[src/rtl/grostl_pkg.sv]
// Shared Groestl serial-core definitions: controller states, round count, mux encodings.
// Imported by both the control FSM and the compression datapath.
package grostl_pkg;

  localparam int GROSTL_NUM_ROUNDS = 10;

  typedef enum logic [2:0] {
    ST_IDLE,
    ST_LOAD,
    ST_XOR,
    ST_RND0,
    ST_RND1,
    ST_FIN,
    ST_DONE
  } state_e;

  // Message-register input mux
  localparam logic [1:0] SEL_M_IN  = 2'b00;
  localparam logic [1:0] SEL_M_RND = 2'b01;
  localparam logic [1:0] SEL_M_XOR = 2'b10;

  // Chaining-register input mux
  localparam logic SEL_H_IV  = 1'b0;
  localparam logic SEL_H_XOR = 1'b1;

endpackage

[src/rtl/grostl_control_serial.sv]
// Serial Groestl compression controller: one block = LOAD, XOR, NUM_ROUNDS x (RND0,RND1), FIN, DONE.
// All outputs are Moore decodes of state, round counter and latched first flag; start ignored outside IDLE.
module grostl_control_serial
  import grostl_pkg::*;
#(
  parameter int NUM_ROUNDS = GROSTL_NUM_ROUNDS
) (
  input  logic       clk,
  input  logic       rst_n,
  input  logic       start,
  input  logic       first,
  output logic       busy,
  output logic       done,
  output logic       wr_m,
  output logic       wr_h,
  output logic [1:0] sel_m,
  output logic       sel_h,
  output logic       sel_pq,
  output logic [3:0] round
);

  localparam logic [3:0] LAST_RND = 4'(NUM_ROUNDS - 1);

  state_e     state_q, state_d;
  logic [3:0] cnt_q, cnt_d;
  logic       first_q, first_d;

  always_ff @(posedge clk or negedge rst_n) begin
    if (!rst_n) begin
      state_q <= ST_IDLE;
      cnt_q   <= 4'd0;
      first_q <= 1'b0;
    end else begin
      state_q <= state_d;
      cnt_q   <= cnt_d;
      first_q <= first_d;
    end
  end

  always_comb begin
    state_d = state_q;
    cnt_d   = cnt_q;
    first_d = first_q;
    case (state_q)
      ST_IDLE: begin
        if (start) begin
          state_d = ST_LOAD;
          first_d = first;
        end
      end
      ST_LOAD: state_d = ST_XOR;
      ST_XOR: begin
        cnt_d   = 4'd0;
        state_d = ST_RND0;
      end
      ST_RND0: state_d = ST_RND1;
      // Counter advances only on the second half of a round so round stays stable across the pair
      ST_RND1: begin
        if (cnt_q == LAST_RND) begin
          state_d = ST_FIN;
        end else begin
          cnt_d   = cnt_q + 4'd1;
          state_d = ST_RND0;
        end
      end
      ST_FIN:  state_d = ST_DONE;
      ST_DONE: state_d = ST_IDLE;
      default: state_d = ST_IDLE;
    endcase
  end

  always_comb begin
    busy   = 1'b0;
    done   = 1'b0;
    wr_m   = 1'b0;
    wr_h   = 1'b0;
    sel_m  = SEL_M_IN;
    sel_h  = SEL_H_IV;
    sel_pq = 1'b0;
    round  = 4'd0;
    case (state_q)
      ST_LOAD: begin
        busy = 1'b1;
        wr_m = 1'b1;
        wr_h = first_q;
      end
      ST_XOR: begin
        busy  = 1'b1;
        wr_m  = 1'b1;
        sel_m = SEL_M_XOR;
      end
      ST_RND0: begin
        busy  = 1'b1;
        round = cnt_q;
      end
      ST_RND1: begin
        busy  = 1'b1;
        wr_m  = 1'b1;
        sel_m = SEL_M_RND;
        round = cnt_q;
      end
      ST_FIN: begin
        busy  = 1'b1;
        wr_h  = 1'b1;
        sel_h = SEL_H_XOR;
      end
      ST_DONE: done = 1'b1;
      default: ;
    endcase
  end

endmodule

[config.mk]
export PLATFORM = sky130hd
export DESIGN_NAME = grostl_control_serial
export DESIGN_NICKNAME = d
export VERILOG_FILES = /design/src/rtl/grostl_pkg.sv /design/src/rtl/grostl_control_serial.sv
export SDC_FILE = /design/constraint.sdc
export NUM_CORES = 1
export LEC_CHECK = 0
export BUFFER_PORTS_ARGS = -buffer_cell sky130_fd_sc_hd__buf_2
export CAP_MARGIN = 15
export CORE_MARGIN = 3
export CORE_UTILIZATION = 40
export DETAILED_ROUTE_END_ITERATION = 6
export SETUP_SLACK_MARGIN = 0.05
export SLEW_MARGIN = 25
export SYNTH_ARGS = -nofsm -noshare
export SYNTH_HDL_FRONTEND = slang
export SYNTH_SLANG_ARGS = --single-unit
[constraint.sdc]
create_clock -name clk -period 1.6 [get_ports clk]
set_clock_uncertainty 0.1 [all_clocks]
set_input_delay 0.16 -clock clk [delete_from_list [all_inputs] [get_ports clk]]
set_output_delay 0.16 -clock clk [all_outputs]
set_load 0.05 [all_outputs]
---- Word level (Yosys, flattened, before mapping) ----
Index checks and enable logic that the tools add are counted.
word-level totals
  bits in latches ......................... 0
  bits in writable memories ............... 0
  memory bits (read-only) ................. 0
  memories ................................ 0
  word-level logic and storage cells ...... 32
  input bits .............................. 4
  register bits after elaboration ......... 8
  output and inout port bits .............. 12
cells by class
  div/mod/pow operators ................... 0
  multiply operators ...................... 0
  shift operators ......................... 0
  $add $sub $neg .......................... 1
  equal/unequal tests ..................... 9
  reduce and logical (&&, ||, !) cells .... 7
  order comparisons ....................... 0
  multiplexer cells ....................... 12
  bitwise operators ....................... 0
operator list
  cell                                            number
  one-hot mux 3 bit (6 select lines)              1
  == test 3 bit (second input constant)           3
  two-way mux 4 bit                               2
  one-hot mux 4 bit (2 select lines)              1
  == test 3 x 2 -> 1 bit (second input constant)  2
  two-way mux 3 bit                               2
  OR reduction 5 bit                              1
  adder 4 x 1 -> 4 bit (second input constant)    1
  == test 4 bit (second input constant)           1
  two-way mux 1 bit                               4
  inequality test 2 bit (second input constant)   2
  one-hot mux 2 bit (2 select lines)              1
  AND reduction 2 bit                             2
  == test 3 x 1 -> 1 bit (second input constant)  1
  logical NOT 3 bit                               1
  OR reduction 3 bit                              1
  one-hot mux 1 bit (2 select lines)              1
  nonzero test 2 bit                              1
  OR reduction 2 bit                              1

---- Longest topological paths before layout ----
Gate-level depths: netlist (run 1).
  depth after elaboration ................. 3
  depth in mapped cells ................... 5
  gate-level depth less buffers ........... 5

---- Worst setup path after synthesis (run 1) ----
OpenSTA, ideal clock, no wires.
  kind .................................... reg2out
  from .................................... reg state_q[2]
  to ...................................... out wr_h
  stages on the path, launching flop included .. 4
  slack ................................... -513 ps
  required time ........................... 1,340 ps
  arrival ................................. 1,853 ps
  path through ............................ dfrtp_1 > clkbuf_1 > nor2_1 > nor3b_1
on the way
  cells in the longest elaborated chain, start to end .. 2
RTL lines
  what                                                     line                         source
  from (decl)                                              grostl_control_serial.sv:24  state_e state_q, state_d;
  from (signal assigned)                                   grostl_control_serial.sv:34  state_q <= state_d;
  == test 3 bit or == test 3 x 1 -> 1 bit (tied branches)  grostl_control_serial.sv:81  case (state_q)
  one-hot mux 1 bit (2 select lines) *                     grostl_control_serial.sv:81
  to (decl)                                                grostl_control_serial.sv:15  output logic wr_h,
Every way passes the cells marked *; elsewhere a longest branch is shown, timed or not.

---- Worst setup path after layout (run 1) ----
  from .................................... reg state_q[0]
  to ...................................... out round[2]
on the way
  cells in the longest elaborated chain, start to end .. 3
RTL lines
  what                                                     line                         source
  == test 3 bit or == test 3 x 2 -> 1 bit (tied branches)  grostl_control_serial.sv:81
  OR reduction 2 bit (no source line) *                    n/a
  two-way mux 4 bit *                                      grostl_control_serial.sv:81
  to (decl)                                                grostl_control_serial.sv:19  output logic [3:0] round
Marked as above.

==> impl_metrics.tcl, run 1 <==
set metrics [dict create \
    synth_most_common_cell "dfrtp_1" \
    top_usage_layer "met2" \
    insertion_delay_ns 0.26 \
    final_nets 100 \
    hp-start "first" \
    diodes 0 \
    drive_above_1_share 0.511 \
    p_int_mw 0.977 \
    required_ns 1.34 \
    slowest_delay_ns 0.44 \
    net-switching-power_mw 0.908 \
    synth_edf_count 0 \
    wl_per_cell_um 13.4 \
    p_clk_frac 0.086 \
    fp.dieH_um 42.6 \
    syn_nets 68 \
    fp-row-count 12 \
    io_pins 16 \
    viasPerCell 5.22 \
    hpwl_um 912 \
    postSynthCellCount 62 \
    rsz0062_at_grt "true" \
    combPwrFrac 0.738 \
    cts_root_buffer "clkbuf_4" \
    hold_ws_ns 0.0625 \
    track_usage 0.150 \
    initial_core_util 0.451 \
    share_seq_of_total_power 0.176 \
    maxCapViolCount 0 \
    synth_top_area_share 0.374 \
    fp.dieW_um 42.6 \
    vias 553 \
    cp.arrival_ns 1.48 \
    slowest_stage "or3b_4" \
    synth_area_leaders "dfrtp_1 37%, a21oi_1 4.7%, and2_1 4.7%" \
    synth_flop_cell "dfrtp_1" \
    areaGrowthSynthToFinish_pct 65.2 \
    grt_start_max_net_pins 15 \
    ys_ff_latch 8 \
    cts_inserted_buffers 3 \
    fin_crit_ns 1.74 \
    placed_area_um2 696 \
    post-route-period-util 1.09 \
    rr_worst_depth 5 \
    syn_area_um2 536 \
    grt_overflow_total 0 \
    setup_violations 7 \
    die_area_mm2 0.00181 \
    drtPass1Iterations 4 \
    clock_path_buffers 2 \
    hold_violations 0 \
    critical_path_class "register to output pin" \
    gr-usage-met3 0.0258 \
    yosys_warnings 0 \
    power_density_mw_per_mm2 2130 \
    synth_area_per_cell_um2 8.64 \
    gr-usage-met1 0.201 \
    drt_wl_total_um 1430 \
    worstSetupEndpointType "output pin" \
    cts.sinks 8 \
    critPathMaxFanout 4 \
    start_kind "register" \
    p_leak_nw 0.429 \
    cp_cell_sequence "or3b_4 -> nand2_2 -> and2_2 -> buf_6" \
    min_path_cells 2 \
    hp-class "primary input to register" \
    drc 0 \
    drt_iter0_markers 4 \
    h-tree-depth 1 \
    io_buffer_count 14 \
    path_depth 4 \
    max_freq_mhz 574 \
    r2r-start "state_q[2]$_DFFE_PN0P_" \
    path_buf_inv 1 \
    cts_tree "done" \
    yosys.area.top_type "dfrtp_1" \
    grt_pass1_vias 452 \
    slew_violations 0 \
    switching_share 0.482 \
    async_flop_share 1.00 \
    use_met2 0.222 \
    grt_antenna_before_repair 0 \
    critPathLaunch "state_q[0]$_DFFE_PN0P_" \
    cp_top_family "simple AND/OR/NAND/NOR gates" \
    worst_slack_ns -0.141 \
    yosys-top-cells-count "8 x dfrtp_1, 5 x a21oi_1, 5 x nand2_1, 4 x and2_1, 4 x o21ai_0" \
    peakVddDrop_mv 1.34 \
    status "complete, but fails checks" \
    clk_pin_slew_worst_paths_ns 0.06 \
    core-area_mm2 0.00119 \
    antenna_left 0 \
    ys_seq_area_frac 0.374 \
    fin_area_um2 885 \
    violations "setup timing" \
    yosysUniqueCellTypes 28 \
    place.gp.congestion 0.744 \
    grt_pass1_wl_um 2010 \
]
==> cell usage in the layout (no fill, tap or decap), types with 2 or more instances in the layout <==
cell type	count
buf_4	17
dfrtp_1	8
buf_6	7
nand2_1	4
buf_8	4
a21oi_1	3
o21ai_0	3
clkbuf_4	3
buf_2	3
inv_1	2
or3b_4	2
nand3b_1	2
and2_2	2
nor2_1	2
and3b_1	2
o211ai_1	2
nand3_1	2
ha_1	2
==> sequential cells by signal, summed over array words and instances, names as in the netlist <==
| name | flops |
|---|---|
| state_q | 3 |
| first_q | 1 |
| cnt_q | 4 |
==> final timing paths <==
check	end	slack [ns]
min in group asynchronous	state_q[1]$_DFFE_PN0P_	0.17
hold / removal	first_q$_DFFE_PN0P_	0.06
max in group asynchronous	cnt_q[3]$_DFFE_PN0P_	1.05
hold reg to reg	cnt_q[3]$_DFFE_PN0P_	0.45
setup / recovery	round[2]	-0.14
setup reg to reg	cnt_q[0]$_DFFE_PN0P_	0.07
==> cell type report <==
class,instances,area (µm²)
Sequential cell,8,200
Timing Repair Buffer,32,292
Multi-Input combinational cell,45,330
Fill cell,91,302
Tap cell,14,17.5
Inverter,4,22.5
Clock buffer,3,22.5
==> metrics by stage <==
stage / utilization / total power [mW] / cells / setup TNS, ns / worst slack, ns
floorplan: - / 1.06 / 62 / -0.148 / -0.0814
global route: 0.746 / 1.99 / 106 / -1.17 / -0.189
detailed placement: 0.586 / 1.36 / 95 / 0 / 0.0235
CTS: 0.686 / 1.73 / 100 / -0.747 / -0.132
finish: 0.746 / 1.88 / 106 / -0.849 / -0.141
global placement: 0.586 / 1.35 / 95 / 0 / 0.0489
==> cells by family after synthesis <==
logic type	count (synthesis)	share of synthesized area
xor+xnor	1	0.0164
simple gates	25	0.280
buf+inv	9	0.0864
mux	2	0.0397
compound gates	14	0.150
fa+ha+maj	2	0.0467
other cells	1	0.00700
flops	8	0.374
==> timing repair <==
action / 4_1_cts / 5_1_grt
setup buffers: 1 / 6
setup endpoints to repair: 9 / 11
gates resized for setup: 25 / 11
pin swaps: 1 / 2
hold buffers: 1 / 0
cloned: 0 / 0
hold endpoints to repair: 8 / 0
==> power groups by stage <==
stage	combinational [mW]	sequential, mW	clock [mW]
6_report	1.39	0.331	0.162
5_1_grt	1.48	0.336	0.178
4_1_cts	1.24	0.320	0.170
3_5_place_dp	1.04	0.319	0
3_3_place_gp	1.03	0.318	0
2_1_floorplan	0.725	0.339	0
==> layer usage <==
metal,wire [µm],part of all wire
met1,628,0.44
met2,702,0.49
met3,69,0.048
met4,25,0.018
met5,0,0
Power figures use the tool's default switching activity.
==> run 2: changes to the inputs <==
Clock period 1.6 ns to 1.9 ns, I/O delays scaled along.
==> impl_metrics.tcl, run 2 (synthesized netlist as in run 1, its figures left out) <==
set metrics [dict create \
    regMostFlops "cnt_q" \
    utilization 0.610 \
    critPathMaxFanout 6 \
    grt_pass1_vias 448 \
    antenna_left 0 \
    power_density_mw_per_mm2 1740 \
    fin_crit_ns 1.81 \
    io_buffer_count 14 \
    setup_violations 0 \
    regToRegEndpoint "first_q$_DFFE_PN0P_" \
    fp-row-count 12 \
    grt_pass1_wl_um 1900 \
    drt_iter0_markers 15 \
    place.gp.congestion 0.836 \
    cts_tree "done" \
    wl_per_cell_um 12.7 \
    maxCapViolCount 0 \
    io_pins 16 \
    p_leak_nw 0.357 \
    dpl_worst_slack_ns 0.248 \
    peakVddDrop_mv 0.807 \
    min_path_cells 2 \
    mostFrequentLayoutCells "8 x buf_2, 7 x dfrtp_1, 6 x buf_4" \
    rr_worst_depth 5 \
    h-tree-depth 1 \
    core-area_mm2 0.00119 \
    track_usage 0.141 \
    drtPass1Iterations 5 \
    fp.dieH_um 42.6 \
    hold_violations 0 \
    worstSetupEndpointType "output pin" \
    drive_above_1_share 0.370 \
    grt_start_max_net_pins 11 \
    insertion_delay_ns 0.26 \
    areaGrowthSynthToFinish_pct 35.0 \
    vias 512 \
    rsz0062_at_grt "true" \
    cts_root_buffer "clkbuf_4" \
    hold_ws_ns 0.0578 \
    hp-class "primary input to register" \
    fin_setup_tns_ns 0 \
    cts_inserted_buffers 3 \
    clock_path_buffers 2 \
    critical_path_class "register to output pin" \
    clk_pin_slew_worst_paths_ns 0.06 \
    grt_antenna_before_repair 0 \
    post-route-period-util 0.952 \
    cp.arrival_ns 1.52 \
    layout_commonest_cell "buf_2" \
    required_ns 1.61 \
    largest_register_ffs 4 \
    r2r-start "state_q[2]$_DFFE_PN0P_" \
    drt_wl_total_um 1210 \
    drc 0 \
    diodes 0 \
    grt_overflow_total 0 \
    status "completed" \
    final_nets 89 \
    max_freq_mhz 553 \
    hp-start "first" \
    r2r_slack_ns 0.29 \
    die_area_mm2 0.00181 \
    start_kind "register" \
    slew_violations 0 \
    fin_area_um2 723 \
    hpwl_um 888 \
    placed_area_um2 638 \
    worstHoldEndpoint "first_q$_DFFE_PN0P_" \
    initial_core_util 0.451 \
    top_regs "cnt_q: 4 flops, state_q: 3 flops, first_q: 1 flops" \
    viasPerCell 5.39 \
    cts.sinks 8 \
    fp.dieW_um 42.6 \
    worst_slack_ns 0.0903 \
    nFillCells 105 \
]
## run 2: layout make-up
type	instances	area, µm²	area share
Multi-Input combinational cell	45	303	0.419
Sequential cell	8	201	0.279
Timing Repair Buffer	21	159	0.220
Clock buffer	3	22.5	0.0311
Inverter	4	20.0	0.0277
Tap cell	14	17.5	0.0242
## run 2: per-stage QoR
step	cells	power, mW
CTS	94	1.21
detailed placement	90	1.06
global placement	90	1.05
finish	95	1.26
floorplan	62	0.862
global route	95	1.34
## run 2: timing repair
action	CTS	global route
hold buffers	1	0
setup buffers	0	1
endpoints found under the hold margin	8	0
cloned	0	0
resized for setup	5	11
endpoints found under the setup margin	5	7
## run 2: worst max-delay path by stage
| stage | to | from | slack, ns | depth (start not counted) |
|---|---|---|---|---|
| global placement | round[0] | state_q[1]$_DFFE_PN0P_ | 0.26 | 4 |
| detailed placement | round[0] | state_q[1]$_DFFE_PN0P_ | 0.25 | 4 |
| global route | busy | state_q[2]$_DFFE_PN0P_ | 0.03 | 5 |
| CTS | round[0] | state_q[1]$_DFFE_PN0P_ | 0.04 | 4 |
| floorplan | wr_h | state_q[2]$_DFFE_PN0P_ | -0.24 | 3 |
| finish | round[3] | state_q[2]$_DFFE_PN0P_ | 0.09 | 4 |
## run 2: layer usage
metal | vias up | track usage | part of all wire
met4 | 0 | 0.0559 | 0.012
met2 | 17 | 0.213 | 0.44
li1 | 250 | - | -
met1 | 241 | 0.173 | 0.48
met3 | 4 | 0.0644 | 0.064
met5 | - | 0 | 0
## run 2: report_power, final
part	internal [mW]	switching [mW]	leakage (nW)	total [mW]
sequential	0.235	0.0794	0.103	0.315
clock	0.0724	0.0602	0.0138	0.133
combinational	0.286	0.528	0.240	0.814
## run 2: critical path: stages (launching register included)
cell and delay, ns:
dfrtp_1 0.43, or3b_4 0.44, nand2_2 0.09, and2_1 0.15
buf_6 0.16
